**config.mk**
```make
export PLATFORM = sky130hd
export DESIGN_NAME = dlsc_axi_decerr_slave_flat
export DESIGN_NICKNAME = d
export VERILOG_FILES = /design/src/rtl/dlsc_axi_decerr_slave_if.sv /design/src/rtl/dlsc_axi_decerr_slave.sv /design/src/flat_wrapper.sv
export SDC_FILE = /design/constraint.sdc
export NUM_CORES = 1
export LEC_CHECK = 0
export CAP_MARGIN = 30
export CORE_ASPECT_RATIO = 1.1
export CORE_MARGIN = 4
export CORE_UTILIZATION = 37
export CTS_CLUSTER_DIAMETER = 100
export DETAILED_ROUTE_END_ITERATION = 12
export HOLD_SLACK_MARGIN = 0.1
export PLACE_DENSITY = 0.77
export SLEW_MARGIN = 40
export SYNTH_ARGS = -nofsm -noshare
export SYNTH_HDL_FRONTEND = slang
export SYNTH_SLANG_ARGS = --single-unit
```
**constraint.sdc**
```tcl
create_clock -name clk -period 1.8 [get_ports clk]
set_clock_uncertainty 0.15 [all_clocks]
set_input_delay 0.36 -clock clk [delete_from_list [all_inputs] [get_ports clk]]
set_output_delay 0.36 -clock clk [all_outputs]
set_load 0.02 [all_outputs]
```
**src/rtl/dlsc_axi_decerr_slave_if.sv**
```systemverilog
// dlsc_axi_decerr_slave_if
//
// Purpose: bundles the AXI read-address, read-data, write-address, write-data
// and write-response channel signals seen by the default DECERR slave.
//
// Parameters:
//   DATA - read data width
//   LEN  - burst length field width (4 = AXI3, 8 = AXI4)
//   SID  - AXI ID width
//
// Modports:
//   master - the interconnect side (drives valids/IDs/lengths, ready for R/B)
//   slave  - the DECERR slave side (drives address/data readies, R and B)
interface dlsc_axi_decerr_slave_if #(
    parameter int DATA = 32,
    parameter int LEN  = 4,
    parameter int SID  = 1
);
    // Read address channel
    logic            ar_ready;
    logic            ar_valid;
    logic [SID-1:0]  ar_id;
    logic [LEN-1:0]  ar_len;

    // Read data channel
    logic            r_ready;
    logic            r_valid;
    logic            r_last;
    logic [SID-1:0]  r_id;
    logic [DATA-1:0] r_data;
    logic [1:0]      r_resp;

    // Write address channel
    logic            aw_ready;
    logic            aw_valid;
    logic [SID-1:0]  aw_id;
    logic [LEN-1:0]  aw_len;

    // Write data channel
    logic            w_ready;
    logic            w_valid;
    logic            w_last;

    // Write response channel
    logic            b_ready;
    logic            b_valid;
    logic [SID-1:0]  b_id;
    logic [1:0]      b_resp;

    modport master (
        input  ar_ready, r_valid, r_last, r_id, r_data, r_resp,
        input  aw_ready, w_ready, b_valid, b_id, b_resp,
        output ar_valid, ar_id, ar_len, r_ready,
        output aw_valid, aw_id, aw_len, w_valid, w_last, b_ready
    );

    modport slave (
        output ar_ready, r_valid, r_last, r_id, r_data, r_resp,
        output aw_ready, w_ready, b_valid, b_id, b_resp,
        input  ar_valid, ar_id, ar_len, r_ready,
        input  aw_valid, aw_id, aw_len, w_valid, w_last, b_ready
    );
endinterface

```
**src/rtl/dlsc_axi_decerr_slave.sv**
```systemverilog
// dlsc_axi_decerr_slave
//
// Purpose: default AXI slave for address ranges the interconnect decoder does
// not map. Every read burst returns len+1 beats of zero data with DECERR, and
// every write burst has its len+1 data beats swallowed and is answered with a
// single DECERR write response. Read and write engines are independent, each
// with at most one outstanding burst. Addresses are never looked at.
//
// Ports:
//   clk       - clock, all logic on the rising edge
//   rst       - synchronous active-high reset
//   axi       - slave modport of dlsc_axi_decerr_slave_if (AR/R/AW/W/B)
//   err_wlast - one-cycle pulse when an accepted W beat has w_last disagreeing
//               with the beat count (only with the optional checker)
//
// Optional feature: define DLSC_DECERR_WLAST_CHECK_EN to build the w_last
// checker. Without it err_wlast is tied low and w_last is ignored.
//
// All outputs come straight from flops; there is no combinational path from
// any input to any output.
module dlsc_axi_decerr_slave #(
    parameter int DATA = 32,
    parameter int LEN  = 4,
    parameter int SID  = 1
) (
    input  logic                  clk,
    input  logic                  rst,
    dlsc_axi_decerr_slave_if.slave axi,
    output logic                  err_wlast
);

    typedef enum logic {R_IDLE, R_DATA} r_state_t;
    typedef enum logic [1:0] {W_IDLE, W_DATA, W_RESP} w_state_t;

    r_state_t       r_state_q, r_state_d;
    logic           ar_ready_q, ar_ready_d;
    logic           r_valid_q, r_valid_d;
    logic           r_last_q, r_last_d;
    logic [SID-1:0] r_id_q, r_id_d;
    logic [LEN-1:0] rcnt_q, rcnt_d;

    w_state_t       w_state_q, w_state_d;
    logic           aw_ready_q, aw_ready_d;
    logic           w_ready_q, w_ready_d;
    logic           b_valid_q, b_valid_d;
    logic [SID-1:0] b_id_q, b_id_d;
    logic [LEN-1:0] wcnt_q, wcnt_d;

    // Handshakes use the registered readies so acceptance matches what the
    // master actually sees on the bus.
    logic ar_hs, r_hs, aw_hs, w_hs, b_hs;
    assign ar_hs = axi.ar_valid & ar_ready_q;
    assign r_hs  = r_valid_q & axi.r_ready;
    assign aw_hs = axi.aw_valid & aw_ready_q;
    assign w_hs  = axi.w_valid & w_ready_q;
    assign b_hs  = b_valid_q & axi.b_ready;

    // State registers
    always_ff @(posedge clk) begin
        if (rst) begin
            r_state_q  <= R_IDLE;
            ar_ready_q <= 1'b0;
            r_valid_q  <= 1'b0;
            r_last_q   <= 1'b0;
            r_id_q     <= '0;
            rcnt_q     <= '0;
            w_state_q  <= W_IDLE;
            aw_ready_q <= 1'b0;
            w_ready_q  <= 1'b0;
            b_valid_q  <= 1'b0;
            b_id_q     <= '0;
            wcnt_q     <= '0;
        end else begin
            r_state_q  <= r_state_d;
            ar_ready_q <= ar_ready_d;
            r_valid_q  <= r_valid_d;
            r_last_q   <= r_last_d;
            r_id_q     <= r_id_d;
            rcnt_q     <= rcnt_d;
            w_state_q  <= w_state_d;
            aw_ready_q <= aw_ready_d;
            w_ready_q  <= w_ready_d;
            b_valid_q  <= b_valid_d;
            b_id_q     <= b_id_d;
            wcnt_q     <= wcnt_d;
        end
    end

    // Next-state logic
    always_comb begin
        r_state_d = r_state_q;
        case (r_state_q)
            R_IDLE:  if (ar_hs) r_state_d = R_DATA;
            R_DATA:  if (r_hs && rcnt_q == '0) r_state_d = R_IDLE;
            default: r_state_d = R_IDLE;
        endcase
    end

    always_comb begin
        w_state_d = w_state_q;
        case (w_state_q)
            W_IDLE:  if (aw_hs) w_state_d = W_DATA;
            W_DATA:  if (w_hs && wcnt_q == '0) w_state_d = W_RESP;
            W_RESP:  if (b_hs) w_state_d = W_IDLE;
            default: w_state_d = W_IDLE;
        endcase
    end

    // Output logic: computes the next value of every registered output
    always_comb begin
        ar_ready_d = ar_ready_q;
        r_valid_d  = r_valid_q;
        r_last_d   = r_last_q;
        r_id_d     = r_id_q;
        rcnt_d     = rcnt_q;
        case (r_state_q)
            R_IDLE: begin
                ar_ready_d = 1'b1;
                r_valid_d  = 1'b0;
                r_last_d   = 1'b0;
                if (ar_hs) begin
                    ar_ready_d = 1'b0;
                    r_valid_d  = 1'b1;
                    r_last_d   = (axi.ar_len == '0);
                    r_id_d     = axi.ar_id;
                    rcnt_d     = axi.ar_len;
                end
            end
            R_DATA: begin
                if (r_hs) begin
                    if (rcnt_q == '0) begin
                        // Burst done; AR reopens so the idle cycle can accept.
                        ar_ready_d = 1'b1;
                        r_valid_d  = 1'b0;
                        r_last_d   = 1'b0;
                    end else begin
                        rcnt_d   = rcnt_q - 1'b1;
                        r_last_d = (rcnt_q == LEN'(1));
                    end
                end
            end
            default: begin
                ar_ready_d = 1'b0;
                r_valid_d  = 1'b0;
                r_last_d   = 1'b0;
            end
        endcase
    end

    always_comb begin
        aw_ready_d = aw_ready_q;
        w_ready_d  = w_ready_q;
        b_valid_d  = b_valid_q;
        b_id_d     = b_id_q;
        wcnt_d     = wcnt_q;
        case (w_state_q)
            W_IDLE: begin
                // W data arriving ahead of AW is held off until the address.
                aw_ready_d = 1'b1;
                w_ready_d  = 1'b0;
                b_valid_d  = 1'b0;
                if (aw_hs) begin
                    aw_ready_d = 1'b0;
                    w_ready_d  = 1'b1;
                    b_id_d     = axi.aw_id;
                    wcnt_d     = axi.aw_len;
                end
            end
            W_DATA: begin
                // Count-based termination: w_last is never consulted here.
                if (w_hs) begin
                    if (wcnt_q == '0) begin
                        w_ready_d = 1'b0;
                        b_valid_d = 1'b1;
                    end else begin
                        wcnt_d = wcnt_q - 1'b1;
                    end
                end
            end
            W_RESP: begin
                if (b_hs) begin
                    b_valid_d  = 1'b0;
                    aw_ready_d = 1'b1;
                end
            end
            default: begin
                aw_ready_d = 1'b0;
                w_ready_d  = 1'b0;
                b_valid_d  = 1'b0;
            end
        endcase
    end

    assign axi.ar_ready = ar_ready_q;
    assign axi.r_valid  = r_valid_q;
    assign axi.r_last   = r_last_q;
    assign axi.r_id     = r_id_q;
    assign axi.r_data   = {DATA{1'b0}};
    assign axi.r_resp   = 2'b11;
    assign axi.aw_ready = aw_ready_q;
    assign axi.w_ready  = w_ready_q;
    assign axi.b_valid  = b_valid_q;
    assign axi.b_id     = b_id_q;
    assign axi.b_resp   = 2'b11;

`ifdef DLSC_DECERR_WLAST_CHECK_EN
    logic err_wlast_q, err_wlast_d;

    // w_last must be high exactly on the beat where the count reaches zero.
    always_comb begin
        err_wlast_d = w_hs && (axi.w_last != (wcnt_q == '0));
    end

    always_ff @(posedge clk) begin
        if (rst) begin
            err_wlast_q <= 1'b0;
        end else begin
            err_wlast_q <= err_wlast_d;
        end
    end

    assign err_wlast = err_wlast_q;
`else
    logic unused_w_last;
    assign unused_w_last = axi.w_last;
    assign err_wlast     = 1'b0;
`endif

endmodule

```
**src/flat_wrapper.sv**
```systemverilog
// flat-port wrapper written by rule: the top's interface ports become plain ports
module dlsc_axi_decerr_slave_flat 
#(
    parameter int DATA = 32,
    parameter int LEN  = 4,
    parameter int SID  = 1
)
  (clk, rst, err_wlast, axi_ar_ready, axi_r_valid, axi_r_last, axi_r_id, axi_r_data, axi_r_resp, axi_aw_ready, axi_w_ready, axi_b_valid, axi_b_id, axi_b_resp, axi_ar_valid, axi_ar_id, axi_ar_len, axi_r_ready, axi_aw_valid, axi_aw_id, axi_aw_len, axi_w_valid, axi_w_last, axi_b_ready);
  dlsc_axi_decerr_slave_if #(.DATA(DATA), .LEN(LEN), .SID(SID)) axi_i ();
  input  logic clk;
  input  logic rst;
  output logic err_wlast;
  output wire logic [$bits(axi_i.ar_ready)-1:0] axi_ar_ready;
  output wire logic [$bits(axi_i.r_valid)-1:0] axi_r_valid;
  output wire logic [$bits(axi_i.r_last)-1:0] axi_r_last;
  output wire logic [$bits(axi_i.r_id)-1:0] axi_r_id;
  output wire logic [$bits(axi_i.r_data)-1:0] axi_r_data;
  output wire logic [$bits(axi_i.r_resp)-1:0] axi_r_resp;
  output wire logic [$bits(axi_i.aw_ready)-1:0] axi_aw_ready;
  output wire logic [$bits(axi_i.w_ready)-1:0] axi_w_ready;
  output wire logic [$bits(axi_i.b_valid)-1:0] axi_b_valid;
  output wire logic [$bits(axi_i.b_id)-1:0] axi_b_id;
  output wire logic [$bits(axi_i.b_resp)-1:0] axi_b_resp;
  input wire logic [$bits(axi_i.ar_valid)-1:0] axi_ar_valid;
  input wire logic [$bits(axi_i.ar_id)-1:0] axi_ar_id;
  input wire logic [$bits(axi_i.ar_len)-1:0] axi_ar_len;
  input wire logic [$bits(axi_i.r_ready)-1:0] axi_r_ready;
  input wire logic [$bits(axi_i.aw_valid)-1:0] axi_aw_valid;
  input wire logic [$bits(axi_i.aw_id)-1:0] axi_aw_id;
  input wire logic [$bits(axi_i.aw_len)-1:0] axi_aw_len;
  input wire logic [$bits(axi_i.w_valid)-1:0] axi_w_valid;
  input wire logic [$bits(axi_i.w_last)-1:0] axi_w_last;
  input wire logic [$bits(axi_i.b_ready)-1:0] axi_b_ready;
  assign axi_ar_ready = axi_i.ar_ready;
  assign axi_r_valid = axi_i.r_valid;
  assign axi_r_last = axi_i.r_last;
  assign axi_r_id = axi_i.r_id;
  assign axi_r_data = axi_i.r_data;
  assign axi_r_resp = axi_i.r_resp;
  assign axi_aw_ready = axi_i.aw_ready;
  assign axi_w_ready = axi_i.w_ready;
  assign axi_b_valid = axi_i.b_valid;
  assign axi_b_id = axi_i.b_id;
  assign axi_b_resp = axi_i.b_resp;
  assign axi_i.ar_valid = axi_ar_valid;
  assign axi_i.ar_id = axi_ar_id;
  assign axi_i.ar_len = axi_ar_len;
  assign axi_i.r_ready = axi_r_ready;
  assign axi_i.aw_valid = axi_aw_valid;
  assign axi_i.aw_id = axi_aw_id;
  assign axi_i.aw_len = axi_aw_len;
  assign axi_i.w_valid = axi_w_valid;
  assign axi_i.w_last = axi_w_last;
  assign axi_i.b_ready = axi_b_ready;
  dlsc_axi_decerr_slave #(.DATA(DATA), .LEN(LEN), .SID(SID)) u_core (.clk(clk), .rst(rst), .axi(axi_i), .err_wlast(err_wlast));
endmodule
```
; Word level (Yosys, flattened, before mapping)
; Index checks and enable logic that the tools add are counted.
[classes]
add_sub_neg = 2
n_eq_ne = 13
n_mux = 37
bitwise_logic = 8
n_reduce_logical = 16
[op_table]
columns = op, count
row1 = $mux W4, 6
row2 = $mux W1, 18
row3 = $pmux W4 S2, 2
row4 = $logic_not A4 Y1, 3
row5 = $ne A2 B1 Y1 const B, 6
row6 = $reduce_and A3 Y1, 4
row7 = $pmux W1 S2, 5
row8 = $ne A2 B2 Y1 const B, 4
row9 = $reduce_and A2 Y1, 4
row10 = $sub A4 B1 Y4 const B, 2
row11 = $mux W2, 3
row12 = $pmux W1 S3, 2
row13 = $pmux W2 S3, 1
row14 = $and A1 B1 Y1, 5
row15 = $eq A4 B1 Y1 const B, 1
row16 = $reduce_and A4 Y1, 1
row17 = $not A1 Y1, 3
row18 = $eq A2 B1 Y1 const B, 1
row19 = $eq A2 B2 Y1 const B, 1
row20 = $logic_and A1 B1 Y1, 2
row21 = $logic_not A2 Y1, 1
row22 = $reduce_bool A2 Y1, 1
[word_totals]
ff_bits = 19
inputBits = 18
output_inout_bits = 45
wordCells = 88

; Depth between registers and ports, before layout
; Gate-level depths: netlist of the first run.
[logic_depth]
depth_word = 4
mapped_depth = 6
ltp_nobuf = 6

; Least setup slack after synthesis of the first run
; No wires, ideal clock.
[synth_path]
kind = register to register
start = reg u_core.rcnt_q[0]
end = reg u_core.rcnt_q[0]
setup_ns = 0.071
arrival_ns = 1.505
required_ns = 1.579
setup_slack_ns = 0.074
stages_incl_launch_ff = 7
path_buffers = 0
period_less_slack_ns = 1.726
path_cell_list = dfxtp_1 inv_1 ha_1 or3b_4 a41oi_4 or3_1 a21oi_1
[synth_via]
elab_chain_len = 4
elab_cells_between_ends = 7
cone_classes = 1 x add/sub / 1 x eq/ne / 3 x mux / 2 x reduce/logical
[synth_lines]
columns = item, line
row1 = start: declaration, dlsc_axi_decerr_slave.sv:40  ; logic [LEN-1:0] rcnt_q, rcnt_d;
row2 = start signal: assignment, dlsc_axi_decerr_slave.sv:79  ; rcnt_q <= rcnt_d;
row3 = $sub A4 B1 Y4, dlsc_axi_decerr_slave.sv:137  ; rcnt_d = rcnt_q - 1'b1;
row4 = $mux W4, dlsc_axi_decerr_slave.sv:131  ; if (rcnt_q == '0) begin
row5 = $mux W4, dlsc_axi_decerr_slave.sv:130  ; if (r_hs) begin
row6 = $pmux W4 S2, dlsc_axi_decerr_slave.sv:116  ; case (r_state_q)
; Several ways; a longest one is shown, not always the timed one. The select of a mux whose other input is x is not followed.
; A chain may end at the register's enable or synchronous reset.

; Worst setup path after layout of the first run
[layout_path]
start = reg u_core.rcnt_q[1]
end = reg u_core.ar_ready_q, in the netlist u_core.axi.ar_ready
[layout_via]
elab_chain_len = 3
[layout_lines]
columns = item, line
row1 = $logic_not A4 Y1, dlsc_axi_decerr_slave.sv:131
row2 = $ne A2 B2 Y1 (no line), -
row3 = $reduce_and A2 Y1 (no line), -
row4 = end signal: assignment, dlsc_axi_decerr_slave.sv:75  ; ar_ready_q <= ar_ready_d;
row5 = end: declaration, dlsc_axi_decerr_slave.sv:36  ; logic ar_ready_q, ar_ready_d;
; Every way passes these cells.

==> metrics.cfg, run 1 <==
[floorplanning]
start_util_pct = 38.8
num_rows = 22
design.core.area_sq_um = 3390
die_area_sq_um = 4570
chipWidth_um = 64.8
die_y_um = 70.5
ios = 63

[worst_setup_path]
rrSetupSlack_ps = 60
r2r-start = u_core.rcnt_q[1]$_SDFFE_PP0P_
timing.rr.end = u_core.axi.ar_ready$_SDFFE_PP0P_
critPathMaxFanout = 3
crit_path_start_kind = flop
crit_end = u_core.axi.ar_ready$_SDFFE_PP0P_
critPathArrivalTime_ps = 1810
endpoint_kind = flop
cp-startpoint = u_core.rcnt_q[1]$_SDFFE_PP0P_
reg2regPathDepth = 6
worstSetupPathType = flop to flop
cp.required_ps = 1870

[hold_path]
hold_class = flop to flop
hold_path_depth = 2

[place]
dp_hpwl_um = 2040
io_buffers = 24
pre_cts_slack_ps = -154
place_area_sq_um = 1590
gp_congestion = 0.859

[clock_network]
cts_tree = built
clk_latency_ps = 290
cts_root_buffer = clkbuf_4
cts_max_path_buffers = 2
cts_sinks = 19
clkSlewWorstSetupHoldPaths_ps = 110
ctsHoldBuffers = 0
h-tree-depth = 1
numCtsBuffers = 3

[final_layout]
area_delta_synth_final_pct = 25.1
diodes = 0
seq_area_sq_um = 382
multiInputGateArea_sq_um = 744
layout.nets = 224
drive_above_1_share_pct = 15.8
mostFrequentLayoutCell = conb_1
fillCellCount = 364
mostFrequentLayoutCells = 37 x conb_1, 18 x buf_4, 18 x dfxtp_1, 16 x clkdlybuf4s50_1, 13 x nor2_1
finalInstanceArea_sq_um = 1640

[grt]
grt_pass1_vias = 1032
grt_util_met2_pct = 19.8
use_met1_pct = 13.7
grt_pass1_wl_um = 4260
grt_usage_pct = 11.5
use_met3_pct = 2.25
gr-total-overflow = 0
grt_antenna_before_repair = 0
grt_max_degree = 21
top_usage_layer = met2

[logic_synthesis]
synth-edff-count = 0
avgSynthCellArea_sq_um = 8.11
async_flop_share_pct = 0
synth_area_sq_um = 1310
ys_seq_elements = 19
synth_ff_type = dfxtp_1
synth_cell_types = 41
syn_inst = 162
synth.yosys.seq_area_share_pct = 29.0
ys_warn_count = 0

[timing]
setup_viol = 0
hold_violations = 0
finalCriticalPeriod_ps = 1740
drv_slew = 0
clock.fmax_ghz = 0.575
timing.final.ws_setup_ps = 61.9
min_period_over_period_pct = 96.6

[drt]
avgRoutedWirePerCell_um = 10.5
routed_wl_um = 2620
first_pass_iters = 4
viasPerCell = 4.49
vias = 1122
ant_nets = 0
drc = 0
drtIter0Drc = 63

[run_status]
status = finished, final reports clean

[pwr]
sw_frac_of_total_pct = 34.2
p_comb_share_pct = 34.8
ir_worst_vdd_uv = 249
powerDensity_nw_per_um2 = 647
sequentialPowerShare_pct = 44.5
p_clk_share_pct = 20.7
total_power_w = 0.00106
p_leak_nw = 0.739
p_switching_w = 0.000364
p_int_w = 0.000699

[job]
maxCapViolCount = 0

==> what timing repair did <==
action	4_1_cts	5_1_grt
pin swaps	1	3
setup buffers	0	2
endpoints found under the setup margin	7	7
cloned	0	0
resized for setup	5	9
==> cells in the mapped netlist, types with 2 or more instances <==
cell / count / area share (%)
a211oi_1: 3 / 1.7
a21boi_0: 2 / 1.1
a21oi_1: 11 / 4.2
buf_2: 2 / 0.76
buf_4: 38 / 22
clkbuf_1: 3 / 0.86
conb_1: 2 / 0.57
dfxtp_1: 19 / 29
ha_1: 3 / 2.9
inv_1: 6 / 1.7
mux2i_1: 2 / 1.5
nand2_1: 9 / 2.6
nand2b_1: 6 / 2.9
nand3_1: 2 / 0.76
nor2_1: 13 / 3.7
nor2b_1: 6 / 2.9
nor3b_1: 2 / 1.1
nor4_1: 2 / 0.95
o21a_1: 2 / 1.1
o21ai_0: 4 / 1.5
o21ai_1: 3 / 1.1
o32ai_1: 3 / 2.0
==> critical path: stages (launching register included) <==
cell,delay (ps)
dfxtp_2,340
inv_2,50
ha_2,170
or3b_4,400
buf_4,150
o21a_1,190
a211oi_1,220
==> sequential cells by signal, indices dropped and copies added, names as in the netlist <==
name / count
u_core.axi.ar_ready: 1
u_core.axi.aw_ready: 1
u_core.axi.b_id: 1
u_core.axi.b_valid: 1
u_core.axi.r_id: 1
u_core.axi.r_last: 1
u_core.axi.r_valid: 1
u_core.axi.w_ready: 1
u_core.r_state_q: 1
u_core.rcnt_q: 4
u_core.w_state_q: 2
u_core.wcnt_q: 4
==> per-stage QoR <==
| step | utilization, % | hold WS, ps | TNS [ps] | std cells |
|---|---|---|---|---|
| 6_report | 48.6 | 315 | 0 | 250 |
| 2_1_floorplan | - | 300 | 0 | 197 |
| 5_1_grt | 48.6 | 338 | -43.8 | 250 |
| 4_1_cts | 47.5 | 325 | 0 | 248 |
| 3_3_place_gp | 46.9 | 302 | -351 | 244 |
| 3_5_place_dp | 46.9 | 309 | -415 | 244 |
==> metal layers <==
layer / share of wire [%] / vias up
met5: 0 / -
met4: 1.0 / 0
met3: 8.9 / 4
met2: 48 / 50
met1: 42 / 497
li1: - / 571
==> worst min-delay path by stage <==
| stage | start | end | slack [ps] |
|---|---|---|---|
| after floorplan | rst | u_core.axi.aw_ready$_SDFFE_PP0P_ | 300 |
| after global placement | u_core.axi.ar_ready$_SDFFE_PP0P_ | u_core.axi.ar_ready$_SDFFE_PP0P_ | 300 |
| after detailed placement | u_core.axi.ar_ready$_SDFFE_PP0P_ | u_core.axi.ar_ready$_SDFFE_PP0P_ | 310 |
| after CTS | u_core.axi.ar_ready$_SDFFE_PP0P_ | u_core.axi.ar_ready$_SDFFE_PP0P_ | 320 |
| after global routing | u_core.axi.ar_ready$_SDFFE_PP0P_ | u_core.axi.ar_ready$_SDFFE_PP0P_ | 340 |
| final | u_core.axi.ar_ready$_SDFFE_PP0P_ | u_core.axi.ar_ready$_SDFFE_PP0P_ | 310 |
==> area by class of cell <==
class	instances	share of cell area (%)
Tap cell	48	3.65
Timing Repair Buffer	44	24.8
Multi-Input combinational cell	129	45.3
Clock inverter	1	0.304
Inverter	6	1.37
Clock buffer	3	1.37
Sequential cell	19	23.2
==> power by group through the flow <==
| stage | Clock (W) | Combinational, W | Sequential, W |
|---|---|---|---|
| detailed placement | 0 | 0.000359 | 0.000483 |
| finish | 0.000220 | 0.000370 | 0.000473 |
| floorplan | 0 | 0.000271 | 0.000493 |
| global placement | 0 | 0.000355 | 0.000482 |
| global route | 0.000251 | 0.000409 | 0.000479 |
| CTS | 0.000238 | 0.000355 | 0.000473 |
==> kinds of logic (layout without fill, tap and decap cells) <==
logic type                 after synthesis  count (layout)  synth area share (%)
other                                    2              37                 0.572
AOI/OAI and AO/OA                       40              40                  21.7
muxes                                    2               2                  1.52
and+or+nand+nor                         47              47                  19.3
DFF                                     19              19                  29.0
adders and majority gates                3               3                  2.86
buffers and inverters                   49              54                  25.0
Note: power is estimated with default switching activity, not from simulation.
==> run 2: changes to the inputs <==
CORE_UTILIZATION = 41   (was 37)
PLACE_DENSITY = 0.81   (was 0.77)
clock period = 1.7 ns   (was 1.8 ns; I/O delays follow)
==> run 2 against run 1 <==
Net effect:
- the run now ends with setup timing left
- first-iteration DRC count down 33%
- critical path depth rose by 1
- clock-buffer cell count unchanged
- routed wire length increased by 4.7%
- sequential share of layout area rose by 0.39 points
- die area is 8.6% lower
- largest power group unchanged
- cell area is 0.38% lower
- clock power grew 7%
==> metrics.cfg, run 2 (synthesized netlist as in run 1, its figures left out) <==
[timing]
clock.fmax_ghz = 0.582  ; +1.1%
setup_viol = 2  ; +2
timing.final.ws_setup_ps = -18.9  ; -80.8 ps
finalCriticalPeriod_ps = 1720  ; -19.2 ps
hold_violations = 0  ; unchanged
rsz0062_at_grt = true
drv_slew = 0  ; unchanged
min_period_over_period_pct = 101  ; +4.6 points

[run_status]
status = complete, but fails checks
violations = setup timing

[drt]
drc = 0  ; unchanged
ant_nets = 0  ; unchanged
vias = 1128  ; +0.53%
viasPerCell = 4.78  ; +6.5%
avgRoutedWirePerCell_um = 11.6  ; +11%
first_pass_iters = 4  ; unchanged
drtIter0Drc = 42  ; -33%
routed_wl_um = 2750  ; +4.7%

[hold_path]
holdPathEnd = u_core.axi.ar_ready$_SDFFE_PP0P_
worstHoldStart = u_core.axi.ar_ready$_SDFFE_PP0P_
hold_class = flop to flop
hold_path_depth = 2  ; unchanged

[place]
dp_hpwl_um = 2060  ; +0.81%
dp_cells = 231  ; -5.3%
pre_cts_slack_ps = -216  ; -61.8 ps
gp_congestion = 0.836  ; -2.7%
io_buffers = 24  ; unchanged
place_area_sq_um = 1570  ; -1.3%

[grt]
grt_pass1_wl_um = 4500  ; +5.5%
grt_pass1_vias = 1034  ; +0.19%
grt_usage_pct = 13.9  ; +2.4 points
gr-total-overflow = 0  ; unchanged
grt_antenna_before_repair = 0  ; unchanged
grt_max_degree = 13  ; -38%

[final_layout]
reg_top3 = u_core.rcnt_q (4), u_core.wcnt_q (4), u_core.w_state_q (2)
mostFrequentLayoutCell = conb_1
fin_cells = 236  ; -5.6%
mostFrequentLayoutCells = 37 x conb_1, 19 x buf_4, 16 x clkdlybuf4s50_1, 14 x dfxtp_1, 13 x nor2_1
finalCoreUtilization_pct = 53.3  ; +4.7 points
layout.nets = 224  ; unchanged
drive_above_1_share_pct = 20.8  ; +5.0 points
diodes = 0  ; unchanged
finalInstanceArea_sq_um = 1640  ; -0.38%
area_delta_synth_final_pct = 24.7

[clock_network]
h-tree-depth = 1  ; unchanged
cts_root_buffer = clkbuf_4
clk_latency_ps = 300  ; about the same
clkSlewWorstSetupHoldPaths_ps = 110  ; about the same
cts_max_path_buffers = 2  ; unchanged
cts_sinks = 19  ; unchanged
numCtsBuffers = 3  ; unchanged
cts_tree = built
ctsHoldBuffers = 0  ; unchanged

[pwr]
p_leak_nw = 0.701  ; -5.1%
powerDensity_nw_per_um2 = 697  ; +7.8%
ir_worst_vdd_uv = 768  ; +210%
total_power_w = 0.00114  ; +7.4%

[worst_setup_path]
endpoint_kind = flop
critPathArrivalTime_ps = 1810  ; about the same
reg2regPathDepth = 7  ; +1
critPathMaxFanout = 5  ; +2
crit_path_start_kind = flop
worstSetupPathDepth = 7  ; +1
worst-path-buf-inv = 2  ; unchanged
crit_slowest_cell = or3b_4
cp.required_ps = 1790  ; -80 ps
worstSetupPathType = flop to flop
worstPathCellList = inv_2, ha_4, or3b_4, a41oi_4, buf_6, o21ai_1, a21oi_2
r2r-start = u_core.rcnt_q[0]$_SDFFE_PP0P_
rrSetupSlack_ps = -20  ; -80 ps
critPathMaxStageDelay_ps = 390  ; about the same
critPathTopFamily = compound AO/OA/AOI/OAI gates
timing.rr.end = u_core.rcnt_q[3]$_SDFFE_PP0P_

[floorplanning]
num_rows = 21  ; -4.5%
design.core.area_sq_um = 3070  ; -9.2%
start_util_pct = 42.7  ; +3.9 points
die_y_um = 67.4  ; -4.4%
die_area_sq_um = 4170  ; -8.6%
ios = 63  ; unchanged
chipWidth_um = 62.0  ; -4.4%

[job]
maxCapViolCount = 0  ; unchanged

[run 2: cell types whose count changed in the layout (fill, tap and decap cells not counted), sizes merged]
cell,before,now
dlygate4sd2,5,8
dlymetal6s2s,3,0
[run 2: how the worst max path moves through the flow]
stage / start / end / slack, ps
final: u_core.rcnt_q[0]$_SDFFE_PP0P_ / u_core.rcnt_q[3]$_SDFFE_PP0P_ / -20
after global routing: u_core.rcnt_q[1]$_SDFFE_PP0P_ / u_core.rcnt_q[3]$_SDFFE_PP0P_ / -80
after CTS: u_core.wcnt_q[0]$_SDFFE_PP0P_ / u_core.wcnt_q[0]$_SDFFE_PP0P_ / 1
after detailed placement: axi_w_valid / u_core.wcnt_q[0]$_SDFFE_PP0P_ / -220
after global placement: axi_w_valid / u_core.wcnt_q[0]$_SDFFE_PP0P_ / -200
after floorplan: u_core.rcnt_q[1]$_SDFFE_PP0P_ / u_core.rcnt_q[0]$_SDFFE_PP0P_ / 7
[run 2: final cells by class]
type | instances | area [sq um]
fillers | 302 | 1440
multi-input cells | 129 | 774
flip-flops and latches | 19 | 387
repair buffers | 44 | 384
well taps | 34 | 42.5
clock buffers | 3 | 22.5
inverters | 6 | 22.5
clock inverters | 1 | 5.00
[run 2: through the flow]
| stage | hold WS, ps | setup TNS, ps |
|---|---|---|
| 6_report | 321 | -19.4 |
| 5_1_grt | 355 | -331 |
| 4_1_cts | 323 | 0 |
| 3_5_place_dp | 302 | -990 |
| 3_3_place_gp | 307 | -851 |
| 2_1_floorplan | 280 | 0 |
[run 2: report_power, final]
part           internal, W  switching [W]  total, W
logic             0.000178       0.000223  0.000401
clock network    0.0000877       0.000148  0.000236
registers         0.000477      0.0000276  0.000505
[run 2: worst register-to-register path: cells and delay by family (launching register included)]
family	cells	cell delay (ps)
buffers and inverters	2	220
AND/OR/NAND/NOR	1	390
flip-flops	1	340
AO/OA/AOI/OAI	3	440
adder cells (fa/ha/maj)	1	130
[run 2: repair_timing]
item	4_1_cts	5_1_grt
resized for setup	16	10
pin swaps	4	6
endpoints found under the setup margin	14	10
buffers inserted	1	0
cloned	0	0
[run 2: metal layers]
metal  track usage, %  vias up  share of wire (%)
li1                 -      572                  -
met1             17.0      519                 40
met2             24.7       35                 52
met3             3.44        2                7.3
met4             1.59        0               0.47
met5                0        -                  0
==> run 3: changes to the inputs <==
ABC_AREA = 1   (was default)
CORE_UTILIZATION = 40   (was 41)
PLACE_DENSITY = 0.79   (was 0.81)
==> run 3 against run 2 <==
Net effect:
- the run now ends clean
- combinational power is 110% higher
- die area is 0.31% higher
- hold slack better by 13 ps
- setup slack better by 170 ps
- largest cell class unchanged
==> metrics.cfg, run 3 <==
[final_layout]
mostFrequentLayoutCells = 46 x nand2_1, 37 x conb_1, 19 x nor2_1, 19 x dfxtp_1, 17 x inv_1
area_delta_synth_final_pct = 12.7
reg_top3 = u_core.rcnt_q (4), u_core.wcnt_q (4), u_core.w_state_q (2)
seq_area_sq_um = 380  ; -1.6%
multiInputGateArea_sq_um = 673  ; -13%
layout.nets = 241  ; +7.6%
finalInstanceArea_sq_um = 1450  ; -11%
mostFrequentLayoutCell = nand2_1
fillCellCount = 330  ; +9.3%
drive_above_1_share_pct = 6.85  ; -14 points
diodes = 0  ; unchanged
fin_cells = 253  ; +7.2%

[logic_synthesis]
yosys.area.top_type_share_pct = 29.6  ; +0.62 points
synth-edff-count = 0  ; unchanged
yosysTopAreaCell = dfxtp_1
muxShareOfSynthArea_pct = 0  ; -1.5 points
yosysMostFrequentCell = nand2_1
avgSynthCellArea_sq_um = 6.70  ; -17%
synth-simple-area-share_pct = 28.2  ; +8.9 points
synth_cell_types = 20  ; -51%
ys_warn_count = 0  ; unchanged
synth_compound_area_share_pct = 9.73  ; -12 points
synthTopCellsByCount = 46 x nand2_1, 37 x buf_4, 19 x dfxtp_1, 19 x nor2_1, 17 x inv_1
ys_seq_elements = 19  ; unchanged
synth.yosys.seq_area_share_pct = 29.6  ; +0.62 points
synth_top_family_by_area = buffers and inverters
synth_area_leaders = dfxtp_1 30%, buf_4 22%, nand2_1 13%
syn_inst = 192  ; +19%
synth_area_sq_um = 1290  ; -2.1%
async_flop_share_pct = 0  ; unchanged
synthXorXnorAreaFrac_pct = 0.681  ; +0.68 points
synth_fa_ha_area_share_pct = 2.92  ; +0.061 points
synth_ff_type = dfxtp_1

[worst_setup_path]
critPathArrivalTime_ps = 1060  ; -750 ps
crit_end = axi_ar_ready
critPathTopFamily = flip-flops
cp.required_ps = 1210  ; -580 ps
endpoint_kind = output port
r2r-start = u_core.wcnt_q[0]$_SDFFE_PP0P_
critPathMaxStageDelay_ps = 410  ; +20 ps
crit_path_start_kind = flop
reg2regPathDepth = 9  ; +2
worstSetupPathDepth = 1  ; -6
worstPathCellList = dlygate4sd2_1
timing.rr.end = u_core.wcnt_q[1]$_SDFFE_PP0P_
critPathMaxFanout = 3  ; -2
rrSetupSlack_ps = 210  ; +230 ps
worstSetupPathType = flop to output port
cp-startpoint = u_core.axi.ar_ready$_SDFFE_PP0P_
worst-path-buf-inv = 1  ; -1
crit_slowest_cell = dfxtp_1

[grt]
grt_pass1_vias = 866  ; -16%
gr-total-overflow = 0  ; unchanged
grt_antenna_before_repair = 0  ; unchanged
grt_pass1_wl_um = 3440  ; -24%
grt_max_degree = 11  ; -2
grt_usage_pct = 10.8  ; -3.1 points

[timing]
min_period_over_period_pct = 91.3  ; -9.8 points
hold-worst-slack_ps = 334  ; +13.1 ps
clock.fmax_ghz = 0.644  ; +11%
rsz0062_at_grt = false
hold_violations = 0  ; unchanged
fin_tns_setup_ps = 0  ; +19.4 ps
drv_slew = 0  ; unchanged
finalCriticalPeriod_ps = 1550  ; -166 ps
setup_viol = 0  ; -2

[floorplanning]
chipWidth_um = 62.1  ; +0.15%
die_area_sq_um = 4190  ; +0.31%
design.core.area_sq_um = 3070  ; unchanged
die_y_um = 67.5  ; +0.16%
num_rows = 21  ; unchanged
ios = 63  ; unchanged
start_util_pct = 41.8  ; -0.90 points

[drt]
met2_length_um = 1250  ; -12%
vias = 1095  ; -2.9%
routed_wl_um = 2390  ; -13%
m1WireLength_um = 949  ; -14%
highest_layer = met4
first_pass_iters = 4  ; unchanged
ant_nets = 0  ; unchanged
wl_met3_um = 152  ; -24%
avgRoutedWirePerCell_um = 9.46  ; -19%
drc = 0  ; unchanged
drtIter0Drc = 24  ; -43%
viasPerCell = 4.33  ; -9.4%

[clock_network]
clk_latency_ps = 300  ; about the same
h-tree-depth = 1  ; unchanged
clkSlewWorstSetupHoldPaths_ps = 110  ; about the same
numCtsBuffers = 3  ; unchanged
cts_tree = built
ctsHoldBuffers = 0  ; unchanged
cts_setup_buffers = 0  ; -1
cts_sinks = 19  ; unchanged
cts_root_buffer = clkbuf_4
cts_max_path_buffers = 2  ; unchanged

[place]
gp_congestion = 0.851  ; +1.8%
io_buffers = 24  ; unchanged
dp_cells = 249  ; +7.8%
dp_hpwl_um = 1980  ; -3.8%
place_area_sq_um = 1430  ; -8.4%

[job]
maxCapViolCount = 0  ; unchanged

[pwr]
powerDensity_nw_per_um2 = 1190  ; +70%
p_leak_nw = 0.755  ; +7.8%
ir_worst_vdd_uv = 652  ; -15%

[hold_path]
hold_class = flop to flop

[run_status]
status = finished, final reports clean

[run 3: changes by cell type in the layout (fill, tap and decap cells not counted), sizes merged, moves of 7 or more]
cell   before  now
nand2       9   48
nor2       13   20
nand3       2   13
inv         6   22
buf        20    2
[run 3: layer usage]
metal	up-vias	global-route usage, %
li1	579	-
met2	37	18.9
met3	5	1.72
met1	474	12.5
met5	-	0
met4	0	5.04
[run 3: kinds of logic after synthesis]
logic type,after synthesis
other cells,2
fa+ha+maj,3
simple gates,83
buf+inv,60
flops,19
xor+xnor,1
compound gates,24
[run 3: where the power goes]
part	internal [W]	switching [W]
Combinational	0.000304	0.000543
Clock	0.0000915	0.000138
Sequential	0.000555	0.0000932
[run 3: how the worst min path moves through the flow]
stage	from	to	slack, ps	cells after the start
3_5_place_dp	u_core.axi.b_id$_SDFFE_PP0P_	u_core.axi.b_id$_SDFFE_PP0P_	320	2
4_1_cts	u_core.axi.b_valid$_SDFFE_PP0P_	u_core.axi.b_valid$_SDFFE_PP0P_	340	2
2_1_floorplan	u_core.rcnt_q[1]$_SDFFE_PP0P_	u_core.rcnt_q[1]$_SDFFE_PP0P_	290	2
3_3_place_gp	u_core.rcnt_q[1]$_SDFFE_PP0P_	u_core.rcnt_q[1]$_SDFFE_PP0P_	300	2
6_report	u_core.rcnt_q[1]$_SDFFE_PP0P_	u_core.rcnt_q[1]$_SDFFE_PP0P_	330	2
5_1_grt	u_core.rcnt_q[1]$_SDFFE_PP0P_	u_core.rcnt_q[1]$_SDFFE_PP0P_	360	2
[run 3: timing repair]
item,CTS,global route
endpoints found under the hold margin,0,0
endpoints found under the setup margin,8,0
resized for setup,8,0
[run 3: layout make-up]
cell class | instances | area share, %
Multi-Input combinational cell | 148 | 46.4
Tap cell | 34 | 2.93
Clock buffer | 4 | 1.81
Sequential cell | 19 | 26.2
Timing Repair Buffer | 26 | 16.9
Inverter | 22 | 5.69
[run 3: through the flow]
stage	worst slack, ps	total power (W)	util, %
floorplan	377	0.00134	-
global placement	92.9	0.00152	46.6
detailed placement	67.3	0.00153	46.6
CTS	135	0.00173	47.2
global route	45.4	0.00187	47.2
finish	147	0.00172	47.2
